$ cat src/rtl/spi_mux_adapter.sv
// SPI push/pull adapter for num_ch val/rdy channels: writes are steered to per-channel mc queues,
// cm queues are round-robin merged onto pull_msg. Define SPI_MUX_ADAPTER_DROP_CNT_EN for drop_cnt.
module spi_mux_adapter #(
   parameter int unsigned nbits       = 8,
   parameter int unsigned num_entries = 2,
   parameter int unsigned num_ch      = 4,
   localparam int unsigned CW = $clog2(num_ch),
   localparam int unsigned NQ = 2 * num_ch,
   localparam int unsigned PW = (num_entries > 1) ? $clog2(num_entries) : 1,
   localparam int unsigned NW = $clog2(num_entries + 1)
) (
   input  logic                         clk,
   input  logic                         reset,
   input  logic                         push_en,
   input  logic [2+CW+nbits-1:0]        push_msg,
   input  logic                         pull_en,
   output logic [1+num_ch+CW+nbits-1:0] pull_msg,
   input  logic [num_ch*nbits-1:0]      recv_msg,
   input  logic [num_ch-1:0]            recv_val,
   output logic [num_ch-1:0]            recv_rdy,
   output logic [num_ch*nbits-1:0]      send_msg,
   output logic [num_ch-1:0]            send_val,
   input  logic [num_ch-1:0]            send_rdy
`ifdef SPI_MUX_ADAPTER_DROP_CNT_EN
   ,
   output logic [7:0]                   drop_cnt
`endif
);

   // Queues 0..num_ch-1 are mc (SPI -> endpoint), num_ch..NQ-1 are cm (endpoint -> SPI).
   logic [nbits-1:0] mem    [NQ][num_entries];
   logic [PW-1:0]    head_q [NQ];
   logic [PW-1:0]    tail_q [NQ];
   logic [NW-1:0]    cnt_q  [NQ];
   logic [nbits-1:0] din    [NQ];
   logic [nbits-1:0] cm_head[num_ch];
   logic [NQ-1:0]    q_val, q_rdy, enq, deq;
   logic [num_ch-1:0] wr, spc, cm_val;
   logic [CW-1:0]    rr_q, rr_d, grant, idx;
   logic             found, rd, pull_val;

   logic             val_wrt, val_rd;
   logic [CW-1:0]    push_ch;
   logic [nbits-1:0] push_data;

   assign val_wrt   = push_msg[1+CW+nbits];
   assign val_rd    = push_msg[CW+nbits];
   assign push_ch   = push_msg[nbits +: CW];
   assign push_data = push_msg[nbits-1:0];

   function automatic logic [PW-1:0] ptr_inc(input logic [PW-1:0] p);
      if (p == PW'(num_entries - 1)) return '0;
      return p + PW'(1);
   endfunction

   always_comb begin
      q_val = '0;
      q_rdy = '0;
      for (int i = 0; i < NQ; i++) begin
         q_val[i] = (cnt_q[i] != '0);
         q_rdy[i] = (cnt_q[i] < NW'(num_entries));
      end
   end

   assign cm_val = q_val[NQ-1:num_ch];

   // Round-robin scan starting at rr_q; first non-empty cm queue wins.
   always_comb begin
      grant = '0;
      found = 1'b0;
      idx   = '0;
      for (int k = 0; k < num_ch; k++) begin
         idx = CW'((int'(rr_q) + k) % int'(num_ch));
         if (!found && cm_val[idx]) begin
            grant = idx;
            found = 1'b1;
         end
      end
   end

   assign rd       = pull_en & val_rd;
   assign pull_val = rd & (|cm_val);

   always_comb begin
      wr       = '0;
      spc      = '0;
      enq      = '0;
      deq      = '0;
      send_val = '0;
      send_msg = '0;
      recv_rdy = '0;
      for (int i = 0; i < NQ; i++) din[i] = '0;
      for (int i = 0; i < num_ch; i++) begin
         wr[i]  = push_en & val_wrt & (push_ch == CW'(i));
         // A same-cycle mc dequeue is deliberately not credited.
         spc[i] = ({1'b0, cnt_q[i]} + (NW+1)'(wr[i])) < (NW+1)'(num_entries);
         enq[i] = wr[i] & q_rdy[i];
         din[i] = push_data;
         deq[i] = q_val[i] & send_rdy[i];
         send_val[i] = q_val[i];
         send_msg[i*nbits +: nbits] = mem[i][head_q[i]];
         enq[num_ch+i] = recv_val[i] & q_rdy[num_ch+i];
         din[num_ch+i] = recv_msg[i*nbits +: nbits];
         deq[num_ch+i] = pull_val & (grant == CW'(i));
         recv_rdy[i]   = q_rdy[num_ch+i];
         cm_head[i]    = mem[num_ch+i][head_q[num_ch+i]];
      end
   end

   always_comb begin
      rr_d = rr_q;
      if (pull_val) rr_d = (grant == CW'(num_ch - 1)) ? '0 : grant + CW'(1);
   end

   assign pull_msg = {pull_val, spc, pull_val ? grant : CW'(0),
                      pull_val ? cm_head[grant] : nbits'(0)};

   always_ff @(posedge clk) begin
      if (reset) begin
         for (int i = 0; i < NQ; i++) begin
            head_q[i] <= '0;
            tail_q[i] <= '0;
            cnt_q[i]  <= '0;
         end
         rr_q <= '0;
      end else begin
         for (int i = 0; i < NQ; i++) begin
            if (enq[i]) tail_q[i] <= ptr_inc(tail_q[i]);
            if (deq[i]) head_q[i] <= ptr_inc(head_q[i]);
            if (enq[i] && !deq[i])      cnt_q[i] <= cnt_q[i] + NW'(1);
            else if (!enq[i] && deq[i]) cnt_q[i] <= cnt_q[i] - NW'(1);
         end
         rr_q <= rr_d;
      end
   end

   // Data storage needs no reset; occupancy is tracked by cnt_q.
   always_ff @(posedge clk) begin
      for (int i = 0; i < NQ; i++) begin
         if (enq[i]) mem[i][tail_q[i]] <= din[i];
      end
   end

`ifdef SPI_MUX_ADAPTER_DROP_CNT_EN
   logic       drop;
   logic [7:0] drop_q;

   // Any write that no queue accepts: full target or out-of-range channel.
   assign drop = push_en & val_wrt & ~(|(wr & q_rdy[num_ch-1:0]));

   always_ff @(posedge clk) begin
      if (reset) drop_q <= '0;
      else if (drop && drop_q != 8'hff) drop_q <= drop_q + 8'd1;
   end

   assign drop_cnt = drop_q;
`endif

endmodule
$ cat config.mk
export PLATFORM = sky130hd
export DESIGN_NAME = spi_mux_adapter
export DESIGN_NICKNAME = d
export VERILOG_FILES = /design/src/rtl/spi_mux_adapter.sv
export SDC_FILE = /design/constraint.sdc
export NUM_CORES = 1
export LEC_CHECK = 0
export ABC_CLOCK_PERIOD_IN_PS = 2900
export CORE_MARGIN = 2
export CORE_UTILIZATION = 35
export CTS_CLUSTER_SIZE = 40
export DETAILED_ROUTE_END_ITERATION = 10
export GPL_TIMING_DRIVEN = 0
export SETUP_SLACK_MARGIN = 0.15
export SYNTH_ARGS = -nofsm -noshare
export SYNTH_HDL_FRONTEND = slang
export SYNTH_SLANG_ARGS = --single-unit
export TNS_END_PERCENT = 50
$ cat constraint.sdc
create_clock -name clk -period 2.9 [get_ports clk]
set_clock_uncertainty 0.1 [all_clocks]
set_input_delay 0.725 -clock clk [delete_from_list [all_inputs] [get_ports clk]]
set_output_delay 0.725 -clock clk [all_outputs]
set_load 0.02 [all_outputs]
==> results_dict.tcl <==
set metrics [dict create \
    status "finished with violations" \
    violations "negative setup slack" \
    grt_overflow 0 \
    cts-root-buf "clkbuf_16" \
    yosys.area_share.simple 0.0921 \
    syn2layout_area_growth_pct 39.2 \
    grt_max_degree 17 \
    fin_cells 952 \
    n_fill_cell 1691 \
    synth_most_common_cell "edfxtp_1" \
    fmax_ghz 0.274 \
    preCtsSetupSlack_ns -1.00 \
    cellPowerDensity_mw_per_mm2 763 \
    synth_fp_nets 557 \
    yosys_warnings 0 \
    io_pins 111 \
    synth.distinct_cells 48 \
    period_needed_ns 3.64 \
    die_area_mm2 0.0212 \
    grtUsageMet3 0.0436 \
    postSynthCellCount 498 \
    netlist_area_mm2 0.00701 \
    dieHeight_um 146 \
    yosysSeqAreaShare 0.691 \
    final_max_slew_viol_count 0 \
    gp_congestion 0.796 \
    die_w_um 146 \
    netlist.area_leader.share 0.685 \
    final_nets 732 \
    synthTopCellsByCount "edfxtp_1 (160), mux2_2 (48), nand2_1 (39)" \
    p_int_mw 5.15 \
    routed_wl_um 16900 \
    cp.required_ns 3.08 \
    rsz0062_at_grt "yes" \
    coreArea_mm2 0.0196 \
    grt_use_met2 0.269 \
    synth_top_family_by_area "multiplexers" \
    slowest_stage "or4_4" \
    worst_setup_path_start_kind "flop" \
    drt_iter0_markers 277 \
    clock_sinks 162 \
    ys.flop_type "edfxtp_1" \
    clk_path_buf_depth 2 \
    p_sw_mw 2.29 \
    yosys-mux-area-fraction 0.101 \
    post-dp-hpwl_um 11700 \
    hold_violations 0 \
    grt_use_met1 0.202 \
    power.leakage_nw 3.46 \
    wl_per_cell_um 17.8 \
    synth_edf_count 160 \
    cp.arrival_ns 3.83 \
    clk_latency_ns 0.42 \
    whs_ns 0.483 \
    fin_ws_ns -0.745 \
    grt_pass1_wl_um 26300 \
    critPathMaxFanout 5 \
    vias 4801 \
    synth-seq-cells 162 \
    dp.cells 873 \
    numPortBuffers 110 \
    setup_viol 17 \
    grt_pass1_vias 4970 \
    crit_path_end_kind "flop" \
    hp-class "flop to flop" \
    initial_core_util 0.358 \
    yosys-top-cells-area "edfxtp_1 (69%), mux2_2 (7.7%), mux2i_1 (2.4%)" \
    synth_fa_ha_area_frac 0.00535 \
    vdd_ir_drop_max_mv 0.478 \
    cts_tree "yes" \
    grt_use_total 0.161 \
    cts_buffers 17 \
    path_cells "or4_4 > a21oi_4 > o32ai_4 > a21oi_4 > inv_2 > buf_4 > buf_6 > buf_4 > buf_6 > buf_6 > buf_6 > buf_4 > buf_6 > buf_6 > buf_6 > or4_4 > a21oi_2" \
    rows 51 \
    drive_gt1_frac 0.309 \
    ant_nets 0 \
    slowest_delay_ns 0.62 \
    path_common_cell "buf_6" \
    drc 0 \
    dr.pass1.iters 5 \
    worst_slew_margin_rel 0.407 \
    pwr-share-clk 0.291 \
    htreeDepth 4 \
    synth_compound_area_frac 0.0778 \
    worstSetupPathType "flop to flop" \
    pwr-share-comb 0.327 \
    worst_pin_slew_ns 0.886 \
    finalCritPeriodShare 1.26 \
    viasPerCell 5.04 \
    power_frac_seq 0.382 \
    synth_xor_area_frac 0.00750 \
    synth_top_area_cell "edfxtp_1" \
    path_clk_slew_ns 0.07 \
    antenna_found_initial 0 \
    syn_avg_cell_area_um2 14.1 \
    p_sw_frac 0.308 \
    drv_cap 0 \
    grt.busiest_layer "met2" \
    ys_async_sr_fraction 0 \
]
worst paths after layout:
check	slack, ns	depth (start not counted)	from	endpoint
max reg2reg	-0.74	17	cnt_q[1][4]$_SDFFCE_PP0P_	cnt_q[1][3]$_DFFE_PP_
min reg2reg	0.48	1	tail_q[1][3]$_SDFFCE_PP0P_	tail_q[1][3]$_SDFFCE_PP0P_
min	0.48	1	tail_q[1][3]$_SDFFCE_PP0P_	tail_q[1][3]$_SDFFCE_PP0P_
max	-0.74	17	cnt_q[1][4]$_SDFFCE_PP0P_	cnt_q[1][3]$_DFFE_PP_
critical path, delay by kind of cell (launching register included):
family          cells  cell delay (ns)
flops               1             0.41
buf+inv            11             1.17
compound gates      4             0.68
simple gates        2             1.15
layout by cell type (no fill, tap or decap), types with 7 or more instances in the layout:
| cell | instances |
|---|---|
| nand3_1 | 9 |
| nor3_1 | 17 |
| clkbuf_1 | 9 |
| o21ai_0 | 24 |
| clkbuf_16 | 17 |
| o211ai_1 | 21 |
| edfxtp_1 | 160 |
| clkdlybuf4s50_1 | 86 |
| nand2_1 | 36 |
| a21oi_2 | 11 |
| and3_1 | 7 |
| buf_4 | 32 |
| buf_6 | 26 |
| inv_1 | 7 |
| mux2_2 | 48 |
| inv_6 | 7 |
| nor2_1 | 23 |
| mux2i_1 | 16 |
area by class of cell:
cell class              instances  area, µm²  area share
diodes                          1       2.50    0.000257
repair buffers                156       1520       0.156
plain buffers                  31        180      0.0185
clock inverters                15        146      0.0150
multi-input cells             293       2250       0.230
well taps                     265        332      0.0340
clock buffers                  17        425      0.0436
flip-flops and latches        162       4840       0.497
inverters                      12       52.6     0.00539
per-stage QoR:
step / power, mW / area, µm² / util / TNS, ns
CTS: 7.19 / 9490 / 0.484 / -8.25
finish: 7.44 / 9760 / 0.498 / -8.30
floorplan: 3.94 / 7090 / - / -1.29
global placement: 4.52 / 8520 / 0.435 / -12.94
global route: 7.76 / 9750 / 0.498 / -10.46
detailed placement: 4.56 / 8520 / 0.435 / -16.07
per-layer routing:
layer,wire (µm),up-vias
met5,0,-
met4,388,0
met3,923,32
met2,8140,170
met1,7480,2344
li1,-,2255
sequential cells by signal, summed over array words and instances (netlist names):
register / count
mem: 128
cnt_q: 16
head_q: 8
tail_q: 8
rr_q: 2
cells by family (layout without fill, tap and decap cells):
group / Yosys count / in the layout
and+or+nand+nor: 133 / 133
other: 0 / 1
AOI/OAI and AO/OA: 86 / 86
muxes: 65 / 65
adders and majority gates: 3 / 3
DFF: 162 / 162
buffers and inverters: 43 / 231
xor gates and xnor gates: 6 / 6
power groups by stage:
stage	Sequential, mW	Combinational [mW]	Clock [mW]
floorplan	2.88	1.07	0
global placement	2.90	1.62	0
detailed placement	2.90	1.65	0
CTS	2.84	2.13	2.22
global route	2.86	2.58	2.32
finish	2.84	2.43	2.17
repair_timing:
item / CTS / global route
hold buffers: 0 / 0
gates cloned: 0 / 0
setup endpoints to repair: 60 / 62
resized for setup: 115 / 61
setup buffers: 39 / 7
pin swaps: 16 / 22
No activity file was read; power rests on OpenSTA's default activity.
